## src/rtl/cdb_pkg.sv

```systemverilog
// Shared types for the common data bus arbiter: broadcast entry layout and source encoding.
package cdb_pkg;

    // Width of the ROB tag carried in every CDB entry.
    localparam int unsigned ROB_POS_W_DEFAULT = 4;

    typedef struct packed {
        logic [ROB_POS_W_DEFAULT-1:0] rob_pos;
        logic [31:0]                  val;
        logic                         jump;
        logic [31:0]                  pc;
    } cdb_entry_t;

    localparam int unsigned CDB_ENTRY_W = $bits(cdb_entry_t);

    typedef enum logic {
        CDB_SRC_ALU = 1'b0,
        CDB_SRC_LSB = 1'b1
    } cdb_src_e;

    // Round-robin helper: the source that gets priority after s is granted.
    function automatic cdb_src_e cdb_other_src(input cdb_src_e s);
        cdb_src_e r;
        if (s == CDB_SRC_ALU) begin
            r = CDB_SRC_LSB;
        end else begin
            r = CDB_SRC_ALU;
        end
        return r;
    endfunction

endpackage

```

## src/rtl/cdb_fifo.sv

```systemverilog
// Small circular skid FIFO holding pending CDB entries for one result producer.
// DEPTH must be a power of two so the pointers wrap naturally.
module cdb_fifo
    import cdb_pkg::*;
#(
    parameter int unsigned DEPTH = 2
) (
    input  logic                       clk,
    input  logic                       rst_n,
    input  logic                       flush_i,
    input  logic                       push_i,
    input  logic [CDB_ENTRY_W-1:0]     data_i,
    input  logic                       pop_i,
    output logic [CDB_ENTRY_W-1:0]     data_o,
    output logic [$clog2(DEPTH+1)-1:0] count_o,
    output logic                       empty_o
);

    localparam int unsigned PtrW    = (DEPTH > 1) ? $clog2(DEPTH) : 1;
    localparam int unsigned CntW    = $clog2(DEPTH + 1);
    localparam logic [CntW-1:0] FullCnt = CntW'(DEPTH);

    logic [CDB_ENTRY_W-1:0] mem_q [DEPTH];
    logic [PtrW-1:0]        wr_ptr_q, wr_ptr_d;
    logic [PtrW-1:0]        rd_ptr_q, rd_ptr_d;
    logic [CntW-1:0]        count_q, count_d;
    logic                   push_ok;
    logic                   pop_ok;

    // Overflow and underflow requests are ignored rather than corrupting state.
    assign push_ok = push_i & (count_q != FullCnt);
    assign pop_ok  = pop_i & (count_q != '0);

    assign data_o  = mem_q[rd_ptr_q];
    assign count_o = count_q;
    assign empty_o = (count_q == '0);

    // Next-state for pointers and occupancy; flush wins over push and pop.
    always_comb begin
        wr_ptr_d = wr_ptr_q;
        rd_ptr_d = rd_ptr_q;
        count_d  = count_q;
        if (flush_i) begin
            wr_ptr_d = '0;
            rd_ptr_d = '0;
            count_d  = '0;
        end else begin
            if (push_ok) begin
                wr_ptr_d = wr_ptr_q + PtrW'(1);
            end
            if (pop_ok) begin
                rd_ptr_d = rd_ptr_q + PtrW'(1);
            end
            if (push_ok && !pop_ok) begin
                count_d = count_q + CntW'(1);
            end else if (!push_ok && pop_ok) begin
                count_d = count_q - CntW'(1);
            end
        end
    end

    // Pointer and occupancy registers; reset empties the queue immediately.
    always_ff @(posedge clk or negedge rst_n) begin
        if (!rst_n) begin
            wr_ptr_q <= '0;
            rd_ptr_q <= '0;
            count_q  <= '0;
        end else begin
            wr_ptr_q <= wr_ptr_d;
            rd_ptr_q <= rd_ptr_d;
            count_q  <= count_d;
        end
    end

    // Entry storage; contents are meaningless while count is zero, so no reset.
    always_ff @(posedge clk) begin
        if (push_ok && !flush_i) begin
            mem_q[wr_ptr_q] <= data_i;
        end
    end

endmodule

```

## src/rtl/cdb_arbiter.sv

```systemverilog
// Common data bus arbiter: shares one registered result broadcast between the ALU and the
// load/store buffer. Each producer feeds a skid FIFO; a round-robin grant pops one entry per
// cycle into the output register. Rollback flushes everything, rdy low freezes everything.
// Optional macro CDB_BYPASS_EN lets a result skip its empty FIFO for 1-cycle latency.
// ROB_POS_W must match cdb_pkg::ROB_POS_W_DEFAULT, which sizes the stored tag.
module cdb_arbiter
    import cdb_pkg::*;
#(
    parameter int unsigned ROB_POS_W = ROB_POS_W_DEFAULT,
    parameter int unsigned DEPTH     = 2
) (
    input  logic                 clk,
    input  logic                 rst_n,
    input  logic                 rdy_i,
    input  logic                 rollback_i,
    input  logic                 alu_valid_i,
    input  logic [ROB_POS_W-1:0] alu_rob_pos_i,
    input  logic [31:0]          alu_val_i,
    input  logic                 alu_jump_i,
    input  logic [31:0]          alu_pc_i,
    output logic                 alu_ready_o,
    input  logic                 lsb_valid_i,
    input  logic [ROB_POS_W-1:0] lsb_rob_pos_i,
    input  logic [31:0]          lsb_val_i,
    output logic                 lsb_ready_o,
    output logic                 cdb_valid_o,
    output logic                 cdb_src_o,
    output logic [ROB_POS_W-1:0] cdb_rob_pos_o,
    output logic [31:0]          cdb_val_o,
    output logic                 cdb_jump_o,
    output logic [31:0]          cdb_pc_o
);

    localparam int unsigned CntW = $clog2(DEPTH + 1);
    localparam logic [CntW-1:0] DepthCnt = CntW'(DEPTH);

    cdb_entry_t      alu_in, lsb_in;
    cdb_entry_t      alu_head, lsb_head;
    logic [CntW-1:0] alu_count, lsb_count;
    logic            alu_empty, lsb_empty;
    logic            alu_acc, lsb_acc;
    logic            alu_byp, lsb_byp;
    logic            alu_push, lsb_push;
    logic            alu_pop, lsb_pop;
    logic            can_go;
    logic            flush;

    cdb_src_e        prio_q, prio_d;
    logic            cdb_valid_q, cdb_valid_d;
    cdb_src_e        cdb_src_q, cdb_src_d;
    cdb_entry_t      cdb_q, cdb_d;

    // LSB results never redirect control flow, so jump/pc are stored as zero.
    assign alu_in = '{rob_pos: alu_rob_pos_i, val: alu_val_i, jump: alu_jump_i, pc: alu_pc_i};
    assign lsb_in = '{rob_pos: lsb_rob_pos_i, val: lsb_val_i, jump: 1'b0, pc: 32'h0};

    // Ready depends only on registered occupancy: a full FIFO refuses even while popping.
    assign alu_ready_o = (alu_count < DepthCnt);
    assign lsb_ready_o = (lsb_count < DepthCnt);

    assign can_go  = rdy_i & ~rollback_i;
    assign flush   = rdy_i & rollback_i;
    assign alu_acc = alu_valid_i & alu_ready_o & can_go;
    assign lsb_acc = lsb_valid_i & lsb_ready_o & can_go;

`ifdef CDB_BYPASS_EN
    // With both queues empty the output register is free this edge; the bypass goes to the
    // sole valid source, or to the priority holder when both present a result.
    assign alu_byp = alu_acc & alu_empty & lsb_empty & (~lsb_valid_i | (prio_q == CDB_SRC_ALU));
    assign lsb_byp = lsb_acc & alu_empty & lsb_empty & (~alu_valid_i | (prio_q == CDB_SRC_LSB));
`else
    assign alu_byp = 1'b0;
    assign lsb_byp = 1'b0;
`endif

    assign alu_push = alu_acc & ~alu_byp;
    assign lsb_push = lsb_acc & ~lsb_byp;

    // Round-robin among non-empty queues; a lone non-empty queue always wins.
    assign alu_pop = can_go & ~alu_empty & (lsb_empty | (prio_q == CDB_SRC_ALU));
    assign lsb_pop = can_go & ~lsb_empty & (alu_empty | (prio_q == CDB_SRC_LSB));

    cdb_fifo #(
        .DEPTH (DEPTH)
    ) u_alu_fifo (
        .clk     (clk),
        .rst_n   (rst_n),
        .flush_i (flush),
        .push_i  (alu_push),
        .data_i  (alu_in),
        .pop_i   (alu_pop),
        .data_o  (alu_head),
        .count_o (alu_count),
        .empty_o (alu_empty)
    );

    cdb_fifo #(
        .DEPTH (DEPTH)
    ) u_lsb_fifo (
        .clk     (clk),
        .rst_n   (rst_n),
        .flush_i (flush),
        .push_i  (lsb_push),
        .data_i  (lsb_in),
        .pop_i   (lsb_pop),
        .data_o  (lsb_head),
        .count_o (lsb_count),
        .empty_o (lsb_empty)
    );

    // Select the granted entry for the output register and advance the priority pointer.
    always_comb begin
        cdb_valid_d = 1'b0;
        cdb_src_d   = cdb_src_q;
        cdb_d       = cdb_q;
        prio_d      = prio_q;
        if (rollback_i) begin
            prio_d = CDB_SRC_ALU;
        end else if (alu_pop || alu_byp) begin
            cdb_valid_d = 1'b1;
            cdb_src_d   = CDB_SRC_ALU;
            cdb_d       = alu_pop ? alu_head : alu_in;
            prio_d      = cdb_other_src(CDB_SRC_ALU);
        end else if (lsb_pop || lsb_byp) begin
            cdb_valid_d = 1'b1;
            cdb_src_d   = CDB_SRC_LSB;
            cdb_d       = lsb_pop ? lsb_head : lsb_in;
            prio_d      = cdb_other_src(CDB_SRC_LSB);
        end
    end

    // Output and priority registers; everything holds, including valid, while rdy is low.
    always_ff @(posedge clk or negedge rst_n) begin
        if (!rst_n) begin
            cdb_valid_q <= 1'b0;
            cdb_src_q   <= CDB_SRC_ALU;
            cdb_q       <= '0;
            prio_q      <= CDB_SRC_ALU;
        end else if (rdy_i) begin
            cdb_valid_q <= cdb_valid_d;
            cdb_src_q   <= cdb_src_d;
            cdb_q       <= cdb_d;
            prio_q      <= prio_d;
        end
    end

    assign cdb_valid_o   = cdb_valid_q;
    assign cdb_src_o     = cdb_src_q;
    assign cdb_rob_pos_o = cdb_q.rob_pos;
    assign cdb_val_o     = cdb_q.val;
    assign cdb_jump_o    = cdb_q.jump;
    assign cdb_pc_o      = cdb_q.pc;

endmodule

```

## config.mk

```make
export PLATFORM = sky130hd
export DESIGN_NAME = cdb_arbiter
export DESIGN_NICKNAME = d
export VERILOG_FILES = /design/src/rtl/cdb_pkg.sv /design/src/rtl/cdb_fifo.sv /design/src/rtl/cdb_arbiter.sv
export SDC_FILE = /design/constraint.sdc
export NUM_CORES = 1
export LEC_CHECK = 0
export CAP_MARGIN = 0
export CORE_MARGIN = 10
export CORE_UTILIZATION = 51
export DETAILED_ROUTE_END_ITERATION = 10
export PLACE_DENSITY = 0.8
export SETUP_SLACK_MARGIN = 0.5
export SLEW_MARGIN = 20
export SYNTH_ARGS = -nofsm -noshare
export SYNTH_HDL_FRONTEND = slang
export SYNTH_HIERARCHICAL = 1
export SYNTH_SLANG_ARGS = --single-unit
export TNS_END_PERCENT = 100
```

## constraint.sdc

```tcl
create_clock -name clk -period 12.95 [get_ports clk]
set_clock_uncertainty 0.1 [all_clocks]
set_input_delay 1.295 -clock clk [delete_from_list [all_inputs] [get_ports clk]]
set_output_delay 1.295 -clock clk [all_outputs]
set_load 0.005 [all_outputs]
```

# After elaboration in Yosys (flattened, before gate mapping)
# Memories as Yosys holds them, arrays and structs flattened.
# Index checks and enable logic that the tools add are counted.
classes:
  addsub: 8
  n_lt_le_gt_ge: 2
  n_eq_ne: 2
  mux: 28
  bitwise: 20
  reduce_logical: 25
ops:
  columns: ["cell", "n"]
  rows:
  - ["2-to-1 mux 69 bit", 2]
  - ["2-to-1 mux 1 bit", 20]
  - ["bitwise AND 1 bit", 14]
  - ["nonzero test 2 bit", 7]
  - ["2-to-1 mux 2 bit", 6]
  - ["nonzero test 3 bit", 3]
  - ["logical AND 1 bit", 6]
  - ["logical NOT 1 bit", 5]
  - ["adder 1 bit (second input constant)", 4]
  - ["adder 2 x 1 -> 2 bit (second input constant)", 2]
  - ["logical NOT 2 bit", 2]
  - ["less-than comparator 2 bit (second input constant)", 2]
  - ["inequality test 2 bit (second input constant)", 2]
  - ["inverter 1 bit", 4]
  - ["subtractor 2 x 1 -> 2 bit (second input constant)", 2]
  - ["AND reduction 3 bit", 1]
  - ["bitwise OR 1 bit", 2]
  - ["AND reduction 2 bit", 1]
totals:
  ff_bits: 80
  ram_bits: 210
  wordCells: 100
  mem_count: 2
mem_list:
  columns: ["memory", "depth", "width", "read_ports", "rd_ports_with_merged_regs", "write_ports", "line", "text"]
  rows:
  - ["u_alu_fifo.mem_q", 2, 69, 1, 0, 1, "cdb_fifo.sv:23", "logic [CDB_ENTRY_W-1:0] mem_q [DEPTH];"]
  - ["u_lsb_fifo.mem_q", 2, 36, 1, 0, 1, "cdb_fifo.sv:23", null]

# Depth between registers and ports, before layout
depth:
  depth_word: 9
  depth_mapped: 10
  ltp_nobuf: 9

# By module
# The synthesis kept the hierarchy.
by_module_without_submodules:
  columns: ["mod", "n_inst", "cells_each", "area_each_um2", "seq_area_each_um2"]
  rows:
  - ["cdb_fifo", 2, 239, 5181.2, 4244.1]
  - ["cdb_arbiter", 1, 424, 4290.4, 1801.7]

# Least setup slack after synthesis
# No wires, ideal clock.
synth_path:
  path_kind: "input to register"
  start: "input port rdy_i"
  end: "memory u_alu_fifo/mem_q[1][0] in the netlist's numbering, enable pin"
  setup_ps: 595
  t_arrival_ps: 7041
  path_slack_ps: 5213
  cell_stages: 6
  path_buffers: 2
  path_cell_list: "nor2b_2 buf_6 buf_2 and3_1 nand2b_1 nor3b_1"
synth_via:
  elab_chain_len: 6
synth_rtl:
  columns: ["item", "line", "text"]
  rows:
  - ["start: declaration", "cdb_arbiter.sv:14", "input logic rdy_i,"]
  - ["bitwise AND 1 bit", "cdb_arbiter.sv:61", "assign can_go = rdy_i & ~rollback_i;"]
  - ["bitwise AND 1 bit", "cdb_arbiter.sv:63", "assign alu_acc = alu_valid_i & alu_ready_o & can_go;"]
  - ["via alu_acc", "cdb_arbiter.sv:41", "logic alu_acc, lsb_acc;"]
  - ["bitwise AND 1 bit", "cdb_fifo.sv:31", "assign push_ok = push_i & (count_q != FullCnt);"]
  - ["logical AND 1 bit", "cdb_fifo.sv:77", "if (push_ok && !flush_i) begin"]
  - ["2-to-1 mux 1 bit", "cdb_fifo.sv:77", null]
  - ["2-to-1 mux 1 bit (implied by the code)", "cdb_fifo.sv:78", "mem_q[wr_ptr_q] <= data_i;"]
  - ["end: declaration", "cdb_fifo.sv:23", null]
# The timed path passes the listed nets, and every way through them passes these cells.

# Final worst setup path
layout_path:
  start: "input port rdy_i"
  end: "memory u_lsb_fifo/mem_q[0][35] in the netlist's numbering, enable pin"
layout_via:
  elab_chain_len: 6
layout_rtl:
  columns: ["item", "line", "text"]
  rows:
  - ["bitwise AND 1 bit", "cdb_arbiter.sv:61", null]
  - ["bitwise AND 1 bit", "cdb_arbiter.sv:64", "assign lsb_acc = lsb_valid_i & lsb_ready_o & can_go;"]
  - ["via lsb_acc", "cdb_arbiter.sv:41", null]
  - ["bitwise AND 1 bit", "cdb_fifo.sv:31", null]
  - ["logical AND 1 bit", "cdb_fifo.sv:77", null]
  - ["2-to-1 mux 1 bit", "cdb_fifo.sv:77", null]
  - ["2-to-1 mux 1 bit (implied by the code)", "cdb_fifo.sv:78", null]
  - ["end: declaration", "cdb_fifo.sv:23", null]
# The timed path passes the listed nets, and every way through them passes these cells.

==> flow_metrics.tcl <==
set metrics [dict create \
    route.detailed.drc 0 \
    dieArea_mm2 0.0359 \
    ys_async_sr_fraction_pct 22.5 \
    htreeDepth 2 \
    post_drt_wl_per_cell_um 21.9 \
    crit_fanout 73 \
    number_of_antenna_violations_at_the_first_check_in_global_routing 3 \
    grt_max_degree 74 \
    finalCoreUtilization_pct 65.2 \
    gr-usage-all-layers_pct 18.6 \
    route.antenna.remaining_nets 0 \
    cellInternalPower_uw 2570 \
    power.static_leakage_uw 0.00670 \
    numCtsBuffers 38 \
    multiInputGateArea_mm2 0.00399 \
    maxCapViolCount 0 \
    global_route.overflow_total 0 \
    worstPathArrival_ps 4780 \
    postCtsSetupBuffers 0 \
    totalNegativeSetupSlack_ps 0 \
    post_cts_resize_count 0 \
    rr_worst_depth 7 \
    fmax_mhz 211 \
    switching_portion_of_total_power_pct 30.0 \
    grt_met2_usage_pct 31.1 \
    grtUsageMet3_pct 3.95 \
    num_vias 8619 \
    yosysUniqueCellTypes 29 \
    initial_core_util_pct 52.2 \
    critical_path_required_ps 12990 \
    outcome "completed" \
    avgViaCountPerCell 5.58 \
    p_switching_uw 1100 \
    port_buffers 183 \
    syn-mean-instance-area_um2 16.2 \
    detailedPlacementHpwl_um 20600 \
    rsz0062_at_grt "no" \
    drive_above_1_share_pct 25.3 \
    area.growth.synth_to_final_pct 25.0 \
    drt-initial-drc-count 667 \
    slew_viol_final 0 \
    ctsLongestPathBuffers 3 \
    slew_headroom_pct 27.3 \
    cts_hold_buffers 0 \
    grt_pass1_vias 9369 \
    gr-usage-met1_pct 24.4 \
    place_congestion 0.736 \
    mappedNetlistArea_mm2 0.0147 \
    synth-seq-area-share_pct 70.2 \
    worst_hold_path.endpoint "cdb_pc_o[22]" \
    setup.reg_to_reg.worst_slack_ps 9520 \
    yosys_register_bits 356 \
    min_period_over_period_pct 36.6 \
    post-route-cell-area_mm2 0.0183 \
    finalWorstSetupSlack_ps 8210 \
    p_per_area_mw_per_mm2 200 \
    yosys_warnings 6 \
    boundaryPins 184 \
    register_area_mm2 0.0103 \
    crit_type "in -> reg" \
    power.combinational.fraction_pct 27.7 \
    worstHoldPathType "reg -> reg" \
    layout.filler_cells 2027 \
    synth_top_cells_by_area "edfxtp_1 (57%), dfrtp_1 (14%), mux2_2 (11%), o211ai_2 (5.9%), o2111ai_1 (4.1%)" \
    design.core.area_mm2 0.0281 \
    worstHoldPathCells 2 \
    min_period_ps 4740 \
    global_route_wire_length_before_repair_um 53100 \
    synth_commonest_cells "edfxtp_1 (276), mux2_2 (138), dfrtp_1 (80), inv_1 (77), o21ai_1 (71)" \
    wirelength_um 33800 \
    pwr-share-seq_pct 42.0 \
    placed_area_mm2 0.0170 \
    cp-start-kind "input pin" \
    grt_most_used_layer "met2" \
    critPathCaptureType "flop" \
    worst_pin_slew_ps 1090 \
    setup_viol 0 \
    edff_count_synth 276 \
    first_pass_iters 7 \
    post_synth_inst_count 902 \
    worst_r2r_endpoint "cdb_pc_o[24]" \
    yosys.area.top_type_share_pct 56.6 \
    postSynth.topFlopCell "edfxtp_1" \
    worstReg2RegStart "u_alu_fifo/count_o[0]" \
    worst_ir_drop_vdd_v 0.000159 \
    die_h_um 190 \
    p_clk_share_pct 30.2 \
    layout.nets 1247 \
    hold_fails_final_rpt 0 \
    hold_path_startpoint "cdb_pc_o[22]" \
    cts.clk_slew.worst_paths_ps 60 \
    placement.setup.worst_slack_ps 7680 \
    worstSkewPairLatency_ps 520 \
    cts_root_buf "clkbuf_16" \
    clkSinkCount 356 \
    die-width_um 190 \
    tritoncts_clock_tree "built" \
    row_count 61 \
    synth_top_area_cell "edfxtp_1" \
    yosys.cell_count.top_type "edfxtp_1" \
]
worst max path at each step:
stage / startpoint / endpoint / slack, ps / cells after the start
after floorplan: rdy_i / u_alu_fifo/mem_q[1][0] / 5210 / 6
after global placement: rdy_i / u_lsb_fifo/mem_q[0][32] / 7790 / 7
after detailed placement: rdy_i / u_lsb_fifo/mem_q[0][39] / 7680 / 7
after CTS: rdy_i / u_lsb_fifo/mem_q[0][26] / 8220 / 7
after global routing: rdy_i / u_lsb_fifo/mem_q[0][26] / 7960 / 7
final: rdy_i / u_lsb_fifo/mem_q[0][35] / 8210 / 7
metal layers:
layer | vias up | part of all wire, %
li1 | 3882 | -
met1 | 4419 | 41
met2 | 273 | 51
met3 | 43 | 6.6
met4 | 2 | 1.5
met5 | - | 0.030
worst max-delay path, stage by stage:
cell and delay, ps:
clkdlybuf4s50_1 610, nor2b_4 190, buf_4 680, and3_1 300, nand2b_1 130, nor3_2 750
buf_4 780
state kept, by name (all words and copies together), names as in the netlist:
signal,count
cdb_jump_o,1
cdb_pc_o,32
cdb_rob_pos_o,4
cdb_src_o,1
cdb_val_o,32
cdb_valid_o,1
prio_q,1
u_alu_fifo/count_o,2
u_alu_fifo/mem_q,138
u_alu_fifo/rd_ptr_q,1
u_alu_fifo/wr_ptr_q,1
u_lsb_fifo/count_o,2
u_lsb_fifo/mem_q,138
u_lsb_fifo/rd_ptr_q,1
u_lsb_fifo/wr_ptr_q,1
metrics by stage:
| stage | power [µW] | hold WS (ps) | std cells |
|---|---|---|---|
| after global placement | 2540 | 398 | 1471 |
| after floorplan | 2130 | 386 | 967 |
| after detailed placement | 2570 | 406 | 1471 |
| final | 3670 | 417 | 1544 |
| after global routing | 3850 | 441 | 1542 |
| after CTS | 3690 | 418 | 1541 |
power by group through the flow:
| stage | clock [µW] | combinational (µW) | sequential, µW |
|---|---|---|---|
| after floorplan | 0 | 646 | 1490 |
| after global routing | 1180 | 1110 | 1560 |
| after global placement | 0 | 980 | 1560 |
| final | 1110 | 1020 | 1540 |
| after CTS | 1130 | 1020 | 1540 |
| after detailed placement | 0 | 1010 | 1560 |
layout make-up:
class                   instances  share of cell area, %
diodes                          2                 0.0273
clock inverters                14                  0.936
well taps                     378                   2.58
inverters                      79                   1.62
flip-flops and latches        356                   56.2
multi-input cells             462                   21.8
repair buffers                197                   10.7
clock buffers                  56                   6.18
placed cells by master (no fill, tap or decap), types with 8 or more instances in the layout:
master	count
clkbuf_16	41
edfxtp_1	276
inv_1	77
conb_1	66
dfrtp_1	77
buf_4	14
o211ai_2	69
mux2_2	138
o21ai_1	71
o2111ai_1	69
clkdlybuf4s50_1	182
clkbuf_1	10
clkinv_2	8
cells by family (layout without fill, tap and decap cells):
family	count (synthesis)	count (layout)	synth area share, %
XOR/XNOR	6	6	0.359
adder cells (fa/ha/maj)	2	2	0.171
AND/OR/NAND/NOR	29	29	1.20
other	1	68	0.0256
AO/OA/AOI/OAI	221	221	12.9
flip-flops	356	356	70.2
buffers and inverters	149	346	4.53
multiplexers	138	138	10.6
Note: power is estimated with default switching activity, not from simulation.
